===== config.mk =====
export PLATFORM = sky130hd
export DESIGN_NAME = locker_session_ctrl_flat
export DESIGN_NICKNAME = d
export VERILOG_FILES = /design/src/rtl/locker_pkg.sv /design/src/rtl/locker_session_ctrl_if.sv /design/src/rtl/locker_rr_arbiter.sv /design/src/rtl/locker_session_ctrl.sv /design/src/flat_wrapper.sv
export SDC_FILE = /design/constraint.sdc
export NUM_CORES = 1
export LEC_CHECK = 0
export CAP_MARGIN = 20
export CORE_MARGIN = 1
export CORE_UTILIZATION = 40
export CTS_BUF_LIST = sky130_fd_sc_hd__clkbuf_16
export CTS_CLUSTER_SIZE = 10
export DETAILED_ROUTE_END_ITERATION = 10
export GPL_ROUTABILITY_DRIVEN = 0
export SLEW_MARGIN = 20
export SYNTH_ARGS = -nofsm -noshare
export SYNTH_HDL_FRONTEND = slang
export SYNTH_HIERARCHICAL = 1
export SYNTH_SLANG_ARGS = --single-unit

===== constraint.sdc =====
create_clock -name clk -period 3.7 [get_ports clk]
set_clock_uncertainty 0.2 [all_clocks]
set_input_delay 0.74 -clock clk [delete_from_list [all_inputs] [get_ports clk]]
set_output_delay 0.74 -clock clk [all_outputs]
set_load 0.05 [all_outputs]

===== src/rtl/locker_pkg.sv =====
// locker_pkg: shared constants and types for the locker session controller.
//   NUSERS / PWD_W   : number of users and password width
//   PWD_U0..PWD_U3   : stored passwords, STORED_PWD packs them by user index
//   state_e          : session FSM states
//   onehot_to_idx    : one-hot grant -> user index
package locker_pkg;

    localparam int NUSERS = 4;
    localparam int PWD_W  = 12;
    localparam int UIDX_W = 2;

    localparam logic [PWD_W-1:0] PWD_U0 = 12'hF2A;
    localparam logic [PWD_W-1:0] PWD_U1 = 12'h0AA;
    localparam logic [PWD_W-1:0] PWD_U2 = 12'hECE;
    localparam logic [PWD_W-1:0] PWD_U3 = 12'h999;

    localparam logic [NUSERS-1:0][PWD_W-1:0] STORED_PWD = {PWD_U3, PWD_U2, PWD_U1, PWD_U0};

    typedef enum logic [1:0] {
        IDLE  = 2'd0,
        CHECK = 2'd1,
        OPEN  = 2'd2,
        DENY  = 2'd3
    } state_e;

    function automatic logic [UIDX_W-1:0] onehot_to_idx(input logic [NUSERS-1:0] oh);
        logic [UIDX_W-1:0] idx;
        idx = '0;
        for (int i = 0; i < NUSERS; i++)
            if (oh[i]) idx = UIDX_W'(i);
        return idx;
    endfunction

endpackage


===== src/rtl/locker_session_ctrl_if.sv =====
// locker_session_ctrl_if: user-facing request/response bundle.
//   req, pwd          : per-user request level and entered passwords (master drives)
//   ack, grant_user   : request consumed pulse and serviced user index
//   busy, access      : session in progress / door open
//   denied            : wrong-password pulse
//   alarm, fail_cnt   : per-user lockout flag and 2-bit wrong-entry counters
interface locker_session_ctrl_if;
    import locker_pkg::*;

    logic [NUSERS-1:0]       req;
    logic [NUSERS*PWD_W-1:0] pwd;
    logic [NUSERS-1:0]       ack;
    logic [UIDX_W-1:0]       grant_user;
    logic                    busy;
    logic                    access;
    logic                    denied;
    logic [NUSERS-1:0]       alarm;
    logic [2*NUSERS-1:0]     fail_cnt;

    modport master (
        output req, pwd,
        input  ack, grant_user, busy, access, denied, alarm, fail_cnt
    );

    modport slave (
        input  req, pwd,
        output ack, grant_user, busy, access, denied, alarm, fail_cnt
    );

endinterface


===== src/rtl/locker_rr_arbiter.sv =====
// locker_rr_arbiter: combinational round-robin pick among NUSERS requests.
//   req   : eligible request bits
//   ptr   : highest-priority index this round
//   gnt   : one-hot grant
//   valid : some request was granted
module locker_rr_arbiter
    import locker_pkg::*;
(
    input  logic [NUSERS-1:0] req,
    input  logic [UIDX_W-1:0] ptr,
    output logic [NUSERS-1:0] gnt,
    output logic              valid
);

    logic [UIDX_W-1:0] idx;

    // Walk from ptr upward; NUSERS is a power of two so the index wraps naturally.
    always_comb begin
        gnt   = '0;
        valid = 1'b0;
        idx   = '0;
        for (int k = 0; k < NUSERS; k++) begin
            idx = ptr + UIDX_W'(k);
            if (!valid && req[idx]) begin
                gnt[idx] = 1'b1;
                valid    = 1'b1;
            end
        end
    end

endmodule


===== src/rtl/locker_session_ctrl.sv =====
// locker_session_ctrl: multi-user password locker with round-robin service,
// per-user wrong-entry counting and timed lockout.
//   clk  : clock, all state on posedge
//   rstn : asynchronous reset, active-high
//   bus  : slave side of locker_session_ctrl_if (req/pwd in, status out)
module locker_session_ctrl
    import locker_pkg::*;
#(
    parameter int OPEN_CYCLES = 8,
    parameter int LOCK_CYCLES = 16,
    parameter int MAX_FAIL    = 3
) (
    input  logic                    clk,
    input  logic                    rstn,
    locker_session_ctrl_if.slave    bus
);

    localparam int          LTW      = $clog2(LOCK_CYCLES + 1);
    localparam int          OTW      = $clog2(OPEN_CYCLES + 1);
    localparam logic [1:0]  FAIL_SAT = 2'(MAX_FAIL);

    state_e                          state;
    logic [UIDX_W-1:0]               user_q;
    logic [UIDX_W-1:0]               rr_ptr;
    logic [PWD_W-1:0]                pwd_q;
    logic [OTW-1:0]                  open_cnt;
    logic [NUSERS-1:0][LTW-1:0]      lock_tmr;
    logic [NUSERS-1:0][1:0]          fail_q;
    logic [NUSERS-1:0]               alarm_q;
    logic [NUSERS-1:0]               ack_q;
    logic                            busy_q;
    logic                            access_q;
    logic                            denied_q;

    logic [NUSERS-1:0]               eligible;
    logic [NUSERS-1:0]               sel_gnt;
    logic                            sel_valid;
    logic [UIDX_W-1:0]               sel_idx;
    logic [1:0]                      next_fail;
    logic                            pwd_ok;

    // Registered alarm gates eligibility, so a user whose timer expires
    // on this edge only becomes eligible one edge later.
    assign eligible = bus.req & ~alarm_q;

    locker_rr_arbiter u_arb (
        .req   (eligible),
        .ptr   (rr_ptr),
        .gnt   (sel_gnt),
        .valid (sel_valid)
    );

    assign sel_idx   = onehot_to_idx(sel_gnt);
    assign pwd_ok    = (pwd_q == STORED_PWD[user_q]);
    assign next_fail = (fail_q[user_q] < FAIL_SAT) ? fail_q[user_q] + 2'd1 : fail_q[user_q];

    always_ff @(posedge clk or posedge rstn) begin
        if (rstn) begin
            state    <= IDLE;
            user_q   <= '0;
            rr_ptr   <= '0;
            pwd_q    <= '0;
            open_cnt <= '0;
            lock_tmr <= '0;
            fail_q   <= '0;
            alarm_q  <= '0;
            ack_q    <= '0;
            busy_q   <= 1'b0;
            access_q <= 1'b0;
            denied_q <= 1'b0;
        end else begin
            // Lock timers run regardless of FSM state. A locked user can never
            // be in session, so the FSM writes below never collide with this.
            for (int i = 0; i < NUSERS; i++) begin
                if (lock_tmr[i] != '0) begin
                    lock_tmr[i] <= lock_tmr[i] - 1'b1;
                    if (lock_tmr[i] == LTW'(1)) begin
                        alarm_q[i] <= 1'b0;
                        fail_q[i]  <= 2'd0;
                    end
                end
            end

            ack_q    <= '0;
            denied_q <= 1'b0;

            case (state)
                IDLE: begin
                    if (sel_valid) begin
                        pwd_q    <= bus.pwd[sel_idx*PWD_W +: PWD_W];
                        user_q   <= sel_idx;
                        rr_ptr   <= sel_idx + 1'b1;
                        ack_q    <= sel_gnt;
                        busy_q   <= 1'b1;
                        state    <= CHECK;
                    end
                end
                CHECK: begin
                    if (pwd_ok) begin
                        state            <= OPEN;
                        access_q         <= 1'b1;
                        fail_q[user_q]   <= 2'd0;
                        open_cnt         <= OTW'(OPEN_CYCLES - 1);
                    end else begin
                        state            <= DENY;
                        denied_q         <= 1'b1;
                        fail_q[user_q]   <= next_fail;
                        if (next_fail == FAIL_SAT) begin
                            alarm_q[user_q]  <= 1'b1;
                            lock_tmr[user_q] <= LTW'(LOCK_CYCLES);
                        end
                    end
                end
                OPEN: begin
                    // Counter was loaded with OPEN_CYCLES-1 on entry, so access
                    // is high for exactly OPEN_CYCLES cycles.
                    if (open_cnt == '0) begin
                        state    <= IDLE;
                        access_q <= 1'b0;
                        busy_q   <= 1'b0;
                    end else begin
                        open_cnt <= open_cnt - 1'b1;
                    end
                end
                DENY: begin
                    state  <= IDLE;
                    busy_q <= 1'b0;
                end
                default: state <= IDLE;
            endcase
        end
    end

    assign bus.ack        = ack_q;
    assign bus.grant_user = user_q;
    assign bus.busy       = busy_q;
    assign bus.access     = access_q;
    assign bus.denied     = denied_q;
    assign bus.alarm      = alarm_q;
    assign bus.fail_cnt   = fail_q;

endmodule

===== src/flat_wrapper.sv =====
// flat-port wrapper written by rule: the top's interface ports become plain ports
module locker_session_ctrl_flat import locker_pkg::*;
#(
    parameter int OPEN_CYCLES = 8,
    parameter int LOCK_CYCLES = 16,
    parameter int MAX_FAIL    = 3
)
  (clk, rstn, bus_req, bus_pwd, bus_ack, bus_grant_user, bus_busy, bus_access, bus_denied, bus_alarm, bus_fail_cnt);
  locker_session_ctrl_if bus_i ();
  input  logic clk;
  input  logic rstn;
  input wire logic [$bits(bus_i.req)-1:0] bus_req;
  input wire logic [$bits(bus_i.pwd)-1:0] bus_pwd;
  output wire logic [$bits(bus_i.ack)-1:0] bus_ack;
  output wire logic [$bits(bus_i.grant_user)-1:0] bus_grant_user;
  output wire logic [$bits(bus_i.busy)-1:0] bus_busy;
  output wire logic [$bits(bus_i.access)-1:0] bus_access;
  output wire logic [$bits(bus_i.denied)-1:0] bus_denied;
  output wire logic [$bits(bus_i.alarm)-1:0] bus_alarm;
  output wire logic [$bits(bus_i.fail_cnt)-1:0] bus_fail_cnt;
  assign bus_i.req = bus_req;
  assign bus_i.pwd = bus_pwd;
  assign bus_ack = bus_i.ack;
  assign bus_grant_user = bus_i.grant_user;
  assign bus_busy = bus_i.busy;
  assign bus_access = bus_i.access;
  assign bus_denied = bus_i.denied;
  assign bus_alarm = bus_i.alarm;
  assign bus_fail_cnt = bus_i.fail_cnt;
  locker_session_ctrl #(.OPEN_CYCLES(OPEN_CYCLES), .LOCK_CYCLES(LOCK_CYCLES), .MAX_FAIL(MAX_FAIL)) u_core (.clk(clk), .rstn(rstn), .bus(bus_i));
endmodule

==> summary.md, run 1 <==
| Metric | Value |
|---|---|
| Final Hold Viols | `0` |
| Fraction of layout cells with a size suffix above 1 | `0.0866` |
| Total wire length | `9.21 mm` |
| Diodes inserted | `0` |
| Clock-pin transition on the worst setup and hold timing paths | `0.05 ns` |
| # IOs | `75` |
| Root Driver | `clkbuf_16` |
| Finished Cell Area | `5180 um2` |
| DRC viols | `0` |
| Initial antenna violation count | `0` |
| Gr usage total | `0.196` |
| Synth top area share | `0.388` |
| CP Capture Type | `flop` |
| Max capacitance violation total | `0` |
| Hpwl dp | `6.86 mm` |
| Vias in the first global route | `3238` |
| Pins Over Slew Limit | `0` |
| Worst-case clock buffer depth | `2` |
| Fillers | `880` |
| Clock tree from TritonCTS | `done` |
| Cts bufs inserted | `9` |
| Commonest cells after routing, fill and taps aside | `74 x clkdlybuf4s50_1, 61 x dfrtp_1, 59 x nand2_1` |
| Largest net degree at the start of global routing | `62` |
| Yosys reg bits | `61` |
| Number of routed nets with antenna violations | `0` |
| Routed via count | `3324` |
| Cell Area, Placed | `4870 um2` |
| Slowest stage delay, CP | `0.45 ns` |
| Setup_tns | `0 ns` |
| Routed len/inst | `14.5 um` |
| Gates resized, CTS repair | `0` |
| Synth Instances | `423` |
| # setup viols final | `0` |
| Sequential fraction of the synthesis area | `0.388` |
| Worst Reg-to-Reg Cells | `9` |
| Post-layout nets | `583` |
| Rows | `35` |
| Slew @ Worst Pin | `1.02 ns` |
| # port buffers | `74` |
| Crit path top cell by count | `mux2i_1` |
| Hold-fix buffers, CTS | `0` |
| Worst EP arrival | `3.46 ns` |
| Mapped Area | `3940 um2` |
| Ys Warns | `6` |
| Mean Syn Cell Area | `9.30 um2` |
| Period utilization | `0.928` |
| Hold Path Stages | `2` |
| Core area | `9370 um2` |
| HP Class | `flop to flop` |
| Ys async rst share | `1.00` |
| Commonest non-fill, non-tap cell in the layout | `clkdlybuf4s50_1` |
| Final core occ | `0.553` |
| Htree depth | `3` |
| Die Y | `101 um` |
| PwrDens | `1030 nW/um2` |
| Main synth FF type | `dfrtp_1` |
| Vias per cell | `5.22` |
| CP Launch Type | `input pin` |
| Relative max-transition margin | `0.318` |
| Area leader, netlist | `dfrtp_1` |
| Setup CP Type | `input pin to flop` |
| First DRT Iteration DRCs | `124` |
| WP data required | `3.73 ns` |
| Syn Nets | `503` |
| CP max FO | `15` |
| Post-synth EDFFs | `0` |
| Die area | `10200 um2` |
| Slowest CP cell | `clkdlybuf4s50_1` |
| Largest cells by area after synthesis | `dfrtp_1 39%, ha_1 8.3%, mux2i_1 7.9%` |
| Die width | `101 um` |
| Max Clk Rate | `0.291 GHz` |
| Status | `complete, no violations` |
| Initial Util | `0.420` |
| Syn-to-layout area delta | `31.7%` |
| Max VDD drop | `0.385 mV` |
| 1st-pass router iterations | `5` |
| LEAKAGE | `2.31 nW` |
| Post-CTS Setup Bufs | `0` |
| Grt total ovfl | `0` |
| Synth cell types | `51` |
| Crit-path cells | `clkdlybuf4s50_1, nor2b_1, mux2i_1, mux2_2, a211oi_1, o2bb2ai_4, mux2i_1, o21ai_0, mux2i_1, o21ai_0` |
| CTS sink count | `61` |
| Clk_lat worst skew | `0.32 ns` |
| Minimum clock period | `3.43 ns` |
| First-pass GRT wire length | `15.4 mm` |
## sequential cells by signal, summed over array words and instances, names as in the netlist, 4 cells and up
| name | count |
|---|---|
| u_core/bus.ack | 4 |
| u_core/bus.alarm | 4 |
| u_core/bus.fail_cnt | 8 |
| u_core/lock_tmr | 20 |
| u_core/open_cnt | 4 |
| u_core/pwd_q | 12 |
## report_power, final
part           internal (W)  leakage [nW]  switching (W)
registers           0.00100         0.757       0.000300
clock network      0.000578         0.149       0.000286
logic               0.00131          1.40        0.00186
## area by class of cell
class                      instances  area, um2  area share
multi-input combinational        320       2250       0.434
sequential                        61       1530       0.294
timing repair buffer              90        861       0.166
clock buffer                       9        225      0.0434
tap                              129        161      0.0311
clock inverter                     7       80.1      0.0154
inverter                          21       78.8      0.0152
## through the flow
step	power, W	setup WS [ns]	std cells	hold WS [ns]
2_1_floorplan	0.00363	0.489	423	0.265
5_1_grt	0.00577	-0.0226	637	0.349
3_5_place_dp	0.00447	-0.154	621	0.289
6_report	0.00533	0.266	637	0.295
3_3_place_gp	0.00441	-0.0512	621	0.289
4_1_cts	0.00536	0.170	637	0.302
## final timing paths
| path | from | endpoint | slack (ns) |
|---|---|---|---|
| max | bus_req[0] | u_core/pwd_q[0] | 0.27 |
| min | u_core/pwd_q[11] | u_core/pwd_q[11] | 0.29 |
| max reg2reg | u_core/rr_ptr[0] | u_core/pwd_q[0] | 0.65 |
| min reg2reg | u_core/pwd_q[11] | u_core/pwd_q[11] | 0.29 |
| max in group asynchronous | rstn | u_core/bus.alarm[0] | 2.03 |
| min in group asynchronous | rstn | u_core/lock_tmr[18] | 0.75 |
## synth_stat cells, types with 5 or more instances
library cell,instances
buf_2,7
nand2b_1,5
nand2_1,59
o21ai_0,40
mux2i_1,31
and2_1,8
o31ai_1,7
xnor2_1,7
nor2_1,15
clkbuf_1,11
a21oi_1,16
inv_1,21
ha_1,26
nand3_1,8
dfrtp_1,61
xor2_1,13
o22ai_1,9
nor2b_1,7
nor3_1,11
## cells by family (layout without fill, tap and decap cells)
| kind of cell | count (synthesis) | after routing | synth area share |
|---|---|---|---|
| buffers and inverters | 42 | 127 | 0.0464 |
| adders and majority gates | 26 | 26 | 0.0827 |
| AOI/OAI and AO/OA | 101 | 101 | 0.164 |
| and+or+nand+nor | 136 | 136 | 0.169 |
| DFF | 61 | 61 | 0.388 |
| xor gates and xnor gates | 20 | 20 | 0.0445 |
| muxes | 37 | 37 | 0.105 |
## worst max-delay path, delay by kind of cell
family / cells / cell delay (ns)
compound gates: 4 / 1.02
mux: 4 / 0.81
buf+inv: 1 / 0.45
simple gates: 1 / 0.43
## layer usage
metal  track usage  vias to the layer above  wire length (um)
met1         0.251                     1541              4290
met4        0.0758                        0               171
met2         0.322                      104              4250
met3        0.0435                       15               494
met5             0                        -                 0
li1              -                     1664                 -
Power figures use the tool's default switching activity.
==> inputs of run 2 (changes only) <==
--- a/config.mk
+++ b/config.mk
@@ -9,10 +9,11 @@
 export CORE_MARGIN = 1
 export CORE_UTILIZATION = 40
 export CTS_BUF_LIST = sky130_fd_sc_hd__clkbuf_16
-export CTS_CLUSTER_SIZE = 10
+export CTS_CLUSTER_SIZE = 14
 export DETAILED_ROUTE_END_ITERATION = 10
 export GPL_ROUTABILITY_DRIVEN = 0
-export SLEW_MARGIN = 20
+export PLACE_DENSITY_LB_ADDON = 0.2
+export SLEW_MARGIN = 5
 export SYNTH_ARGS = -nofsm -noshare
 export SYNTH_HDL_FRONTEND = slang
 export SYNTH_HIERARCHICAL = 1
==> run 2 against run 1 <==
  * Register-to-register slack gained 0.04 ns
  * Final area rose by 0.92%
  * Critical path depth down 2
  * Critical endpoint is now u_core/pwd_q[3]
==> summary.md, run 2 (same netlist as run 1, synthesis figures left out) <==
| Metric | Value |
|---|---|
| Fraction of layout cells with a size suffix above 1 | `0.0871` |
| Cts bufs inserted | `9` |
| Vias per cell | `5.19` |
| Hpwl dp | `6.82 mm` |
| First DRT Iteration DRCs | `111` |
| Syn-to-layout area delta | `32.9%` |
| Core area | `9370 um2` |
| CP Launch Type | `input pin` |
| Die width | `101 um` |
| CP max FO | `16` |
| CP top delay family | `compound AO/OA/AOI/OAI gates` |
| Status | `complete, no violations` |
| Largest net degree at the start of global routing | `43` |
| Routed via count | `3289` |
| LEAKAGE | `2.33 nW` |
| Non-Filler Instances | `634` |
| Root Driver | `clkbuf_16` |
| # IOs | `75` |
| Gates resized, CTS repair | `0` |
| 1st-pass router iterations | `4` |
| Met1 GRT Util | `0.240` |
| Post-CTS Setup Bufs | `0` |
| Initial antenna violation count | `0` |
| Relative max-transition margin | `0.341` |
| Diodes inserted | `0` |
| Commonest non-fill, non-tap cell in the layout | `clkdlybuf4s50_1` |
| Post-layout nets | `580` |
| Commonest cells after routing, fill and taps aside | `74 x clkdlybuf4s50_1, 61 x dfrtp_1, 59 x nand2_1` |
| CP Capture Type | `flop` |
| First-pass GRT wire length | `15.0 mm` |
| Rows | `35` |
| Crit-path cells | `clkdlybuf4s50_1, nor2b_1, mux4_2, a31o_1, a221oi_2, o2bb2ai_2, mux2i_1, o21ai_0` |
| WHS | `0.304 ns` |
| Met2 Usage GRT | `0.312` |
| PwrDens | `1050 nW/um2` |
| Initial Util | `0.420` |
| WP data required | `3.70 ns` |
| DRC viols | `0` |
| Max VDD drop | `0.363 mV` |
| Die area | `10200 um2` |
| Worst-case clock buffer depth | `2` |
| Routed len/inst | `14.3 um` |
| Gr usage total | `0.190` |
| Total wire length | `9.06 mm` |
| Clock-pin transition on the worst setup and hold timing paths | `0.05 ns` |
| Slowest stage delay, CP | `0.76 ns` |
| Period utilization | `0.906` |
| Clk_lat worst skew | `0.33 ns` |
| Slowest CP cell | `o2bb2ai_2` |
| # port buffers | `74` |
| Slew @ Worst Pin | `0.982 ns` |
| Most flops, register | `u_core/lock_tmr` |
| Global route hottest layer | `met2` |
| RSZ-0062 raised after global routing | `no` |
| Post-layout power | `0.00548 W` |
| Htree depth | `3` |
| WP buf/inv | `1` |
| Number of routed nets with antenna violations | `0` |
| Vias in the first global route | `3228` |
| Clock tree from TritonCTS | `done` |
| Die Y | `101 um` |
| HP Class | `flop to flop` |
| Minimum clock period | `3.35 ns` |
| Fillers | `865` |
| CTS sink count | `61` |
| Max Clk Rate | `0.298 GHz` |
| Pins Over Slew Limit | `0` |
| Placed insts | `618` |
| Setup CP Type | `input pin to flop` |
| Final Hold Viols | `0` |
| Met3 usage | `0.0490` |
| Grt total ovfl | `0` |
| Max FFs per register | `20` |
| Worst EP arrival | `3.36 ns` |
| Hold-fix buffers, CTS | `0` |
| # setup viols final | `0` |
| Max capacitance violation total | `0` |
[run 2: cell types whose count changed in the layout (fill, tap and decap cells not counted), sizes merged]
cell,previous run,this run
buf,16,13
bufinv,2,4
clkinv,5,3
[run 2: worst paths after layout]
| kind | depth (start not counted) | end | slack, ns | startpoint |
|---|---|---|---|---|
| worst max-delay path | 8 | u_core/pwd_q[3] | 0.35 | bus_req[2] |
| min in group asynchronous | 2 | u_core/pwd_q[5] | 0.55 | rstn |
| worst max register to register | 8 | u_core/pwd_q[3] | 0.69 | u_core/rr_ptr[0] |
| worst min-delay path | 2 | u_core/pwd_q[7] | 0.30 | u_core/pwd_q[7] |
| max in group asynchronous | 3 | u_core/open_cnt[3] | 2.17 | rstn |
| worst min register to register | 2 | u_core/pwd_q[7] | 0.30 | u_core/pwd_q[7] |
[run 2: layer usage]
metal | part of all wire | vias up
met4 | 0.017 | 0
met3 | 0.058 | 10
met5 | 0 | -
met1 | 0.46 | 1526
li1 | - | 1656
met2 | 0.47 | 97
[run 2: stage by stage]
step                setup TNS (ns)  setup slack, ns   util  area [um2]
finish                           0            0.347  0.558        5230
global route                     0           0.0595  0.558        5230
CTS                              0            0.328  0.558        5230
detailed placement         -0.0594          -0.0164  0.519        4870
global placement                 0           0.0933  0.519        4870
floorplan                        0            0.489      -        3940
[run 2: cell type report]
type,count,area (um2),share of cell area
Sequential cell,61,1530,0.292
Clock inverter,7,138,0.0263
Clock buffer,9,225,0.0431
Multi-Input combinational cell,320,2240,0.428
Inverter,21,78.8,0.0151
Tap cell,129,161,0.0309
Timing Repair Buffer,87,863,0.165
[run 2: worst register-to-register path, cell delays in order, from the launching register on]
cell	delay, ns
dfrtp_1	0.34
inv_1	0.09
ha_1	0.42
mux2i_1	0.34
mux2_2	0.27
a221oi_2	0.07
o2bb2ai_2	0.76
mux2i_1	0.30
o21ai_0	0.09
[run 2: report_power, final]
group	total [W]	internal, W	leakage (nW)	switching, W
Sequential	0.00130	0.00100	0.757	0.000295
Clock	0.00101	0.000723	0.177	0.000291
Combinational	0.00317	0.00132	1.40	0.00185
Total	0.00548	0.00305	2.33	0.00244
==> inputs of run 3 (changes only) <==
--- a/config.mk
+++ b/config.mk
@@ -5,9 +5,9 @@
 export SDC_FILE = /design/constraint.sdc
 export NUM_CORES = 1
 export LEC_CHECK = 0
-export CAP_MARGIN = 20
+export ABC_AREA = 1
 export CORE_MARGIN = 1
-export CORE_UTILIZATION = 40
+export CORE_UTILIZATION = 53
 export CTS_BUF_LIST = sky130_fd_sc_hd__clkbuf_16
 export CTS_CLUSTER_SIZE = 14
 export DETAILED_ROUTE_END_ITERATION = 10
==> run 3 against run 2 <==
  * First-iteration DRC count increased by 110%
  * Critical path depth increased by 10
  * Clock-buffer cell count unchanged
  * Final area increased by 1.4%
  * Largest cell class unchanged
==> summary.md, run 3 <==
| Metric | Value |
|---|---|
| Clock-pin transition on the worst setup and hold timing paths | `0.05 ns` |
| Largest cells by area after synthesis | `dfrtp_1 37%, nand2_1 12%, nor2_1 8.5%` |
| 1st-pass router iterations | `5` |
| Multi-input logic area | `2210 um2` |
| # IOs | `75` |
| Placed insts | `746` |
| Max VDD drop | `0.562 mV` |
| Period utilization | `0.824` |
| Setup_tns | `0 ns` |
| Compound-cell area share of the yosys netlist | `0.0951` |
| Clock share of power | `0.145` |
| Mapped Area | `4130 um2` |
| # port buffers | `74` |
| Clock tree from TritonCTS | `done` |
| First-pass GRT wire length | `17.1 mm` |
| Area taken by flip-flops and latches | `1530 um2` |
| Root Driver | `clkbuf_16` |
| Hold-fix buffers, CTS | `0` |
| Core area | `7410 um2` |
| Post-synthesis adder-cell area fraction | `0.0788` |
| Rows | `31` |
| Relative max-transition margin | `0.452` |
| Routed len/inst | `12.9 um` |
| Clk_lat worst skew | `0.33 ns` |
| Most flops, register | `u_core/lock_tmr` |
| Non-Filler Instances | `762` |
| CP Launch Type | `input pin` |
| Post-layout nets | `738` |
| Largest net degree at the start of global routing | `41` |
| CP max FO | `15` |
| Gr usage total | `0.262` |
| Flop pwr share | `0.232` |
| HP Class | `flop to flop` |
| Yosys reg bits | `61` |
| Area leader, netlist | `dfrtp_1` |
| Status | `complete, no violations` |
| Fraction of layout cells with a size suffix above 1 | `0.0739` |
| Worst EP arrival | `3.11 ns` |
| Logic pwr share | `0.623` |
| # setup viols final | `0` |
| Max capacitance violation total | `0` |
| DRC viols | `0` |
| Initial antenna violation count | `0` |
| Number of routed nets with antenna violations | `0` |
| Die area | `8150 um2` |
| Internal Power | `0.00277 W` |
| Commonest non-fill, non-tap cell in the layout | `nand2_1` |
| Ys Warns | `6` |
| Final Hold Viols | `0` |
| Htree depth | `3` |
| Sw power | `0.00284 W` |
| Cts bufs inserted | `9` |
| Synth Instances | `574` |
| Pins Over Slew Limit | `0` |
| Slew @ Worst Pin | `0.821 ns` |
| Grt total ovfl | `0` |
| Commonest cells after routing, fill and taps aside | `130 x nand2_1, 93 x nor2_1, 89 x inv_1` |
| Largest family of logic cells by synthesized area | `simple AND/OR/NAND/NOR gates` |
| Dominant cell by count in the synthesized netlist | `nand2_1` |
| Switching Fraction | `0.507` |
| Worst-case clock buffer depth | `2` |
| Synth top area share | `0.370` |
| Fillers | `572` |
| Ys async rst share | `1.00` |
| Xor/xnor share of the synthesized area | `0.0276` |
| Top post-synthesis cells by count | `130 x nand2_1, 93 x nor2_1, 89 x inv_1, 61 x dfrtp_1, 48 x nand3_1` |
| PwrDens | `1060 nW/um2` |
| Minimum clock period | `3.05 ns` |
| Sequential fraction of the synthesis area | `0.370` |
| Die width | `90.3 um` |
| Simple-gate share of the synthesized area | `0.329` |
| Gates resized, CTS repair | `0` |
| Total wire length | `9.86 mm` |
| CP Capture Type | `flop` |
| Max Clk Rate | `0.328 GHz` |
| Vias in the first global route | `3974` |
| Synth cell types | `37` |
| RSZ-0062 raised after global routing | `no` |
| WP data required | `3.76 ns` |
| Die Y | `90.3 um` |
| Initial Util | `0.558` |
| Diodes inserted | `0` |
| WHS | `0.300 ns` |
| Vias per cell | `5.17` |
| Post-synth EDFFs | `0` |
| Setup CP Type | `input pin to flop` |
| Hpwl dp | `7.38 mm` |
| Main synth FF type | `dfrtp_1` |
| First DRT Iteration DRCs | `230` |
| Mean Syn Cell Area | `7.20 um2` |
| Final core occ | `0.716` |
| Multiplexer area fraction after synthesis | `0.00485` |
| LEAKAGE | `2.70 nW` |
| Post-CTS Setup Bufs | `0` |
| Syn-to-layout area delta | `28.4%` |
| Routed via count | `3938` |
| Max FFs per register | `20` |
| Syn Nets | `654` |
| CTS sink count | `61` |
## run 3: cell types whose count changed after synthesis, moves of 7 or more
cell,before,now
nor2_1,15,93
and2_1,8,0
nand3_1,8,48
nand2_1,59,130
clkbuf_1,11,2
a21oi_1,16,7
mux2i_1,31,2
inv_1,21,89
o31ai_1,7,0
nor2b_1,7,0
## run 3: final cells by class
cell class	instances	area share
Sequential cell	61	0.288
Clock inverter	7	0.0127
Tap cell	99	0.0234
Multi-Input combinational cell	411	0.417
Timing Repair Buffer	81	0.150
Inverter	94	0.0670
Clock buffer	9	0.0425
## run 3: critical path, stage by stage
cell and delay (ns):
clkdlybuf4s50_1 0.46, inv_1 0.04, nor2_1 0.12, nand2_1 0.13, nand2_1 0.11, nand2_1 0.05, nand2_1 0.16, nand3_2 0.13
nor2_1 0.12, nor2_1 0.05, nand2_1 0.08, inv_1 0.20, o21ai_2 0.14, buf_4 0.20, nor2_1 0.05, o22ai_1 0.18
nand2_1 0.07, o21ai_1 0.07
## run 3: path summary, 6_finish.rpt
check | slack [ns] | depth (start not counted) | startpoint | endpoint
setup / recovery | 0.65 | 18 | bus_req[1] | u_core/pwd_q[4]
hold / removal | 0.30 | 1 | u_core/bus.busy | u_core/bus.busy
setup reg to reg | 0.69 | 13 | u_core/rr_ptr[0] | u_core/pwd_q[0]
hold reg to reg | 0.30 | 1 | u_core/bus.busy | u_core/bus.busy
max in group asynchronous | 1.92 | 3 | rstn | u_core/pwd_q[7]
min in group asynchronous | 0.69 | 2 | rstn | u_core/lock_tmr[13]
## run 3: per-layer routing
| layer | share of wire | vias up | track usage | routed length (um) |
|---|---|---|---|---|
| li1 | - | 1976 | - | - |
| met1 | 0.45 | 1818 | 0.312 | 4400 |
| met2 | 0.49 | 127 | 0.468 | 4800 |
| met3 | 0.050 | 17 | 0.0471 | 492 |
| met4 | 0.018 | 0 | 0.0981 | 176 |
| met5 | 0 | - | 0 | 0 |
## run 3: per-stage QoR
| stage | worst slack (ns) | instance area [um2] | total power, W |
|---|---|---|---|
| 6_report | 0.650 | 5300 | 0.00561 |
| 2_1_floorplan | 1.12 | 4130 | 0.00387 |
| 4_1_cts | 0.669 | 5300 | 0.00561 |
| 3_5_place_dp | 0.344 | 5010 | 0.00474 |
| 5_1_grt | 0.352 | 5300 | 0.00613 |
| 3_3_place_gp | 0.431 | 5010 | 0.00462 |
## run 3: logic make-up (layout without fill, tap and decap cells)
kind of cell	after synthesis	in the layout
and+or+nand+nor	301	301
buffers and inverters	102	191
AOI/OAI and AO/OA	69	69
DFF	61	61
adders and majority gates	26	26
xor gates and xnor gates	13	13
muxes	2	2
## run 3: power groups by stage
stage | Sequential, W | Combinational [W] | Clock [W]
after floorplan | 0.00156 | 0.00230 | 0
after detailed placement | 0.00130 | 0.00344 | 0
after CTS | 0.00130 | 0.00348 | 0.000833
final | 0.00130 | 0.00349 | 0.000815
after global placement | 0.00129 | 0.00334 | 0
after global routing | 0.00135 | 0.00391 | 0.000865
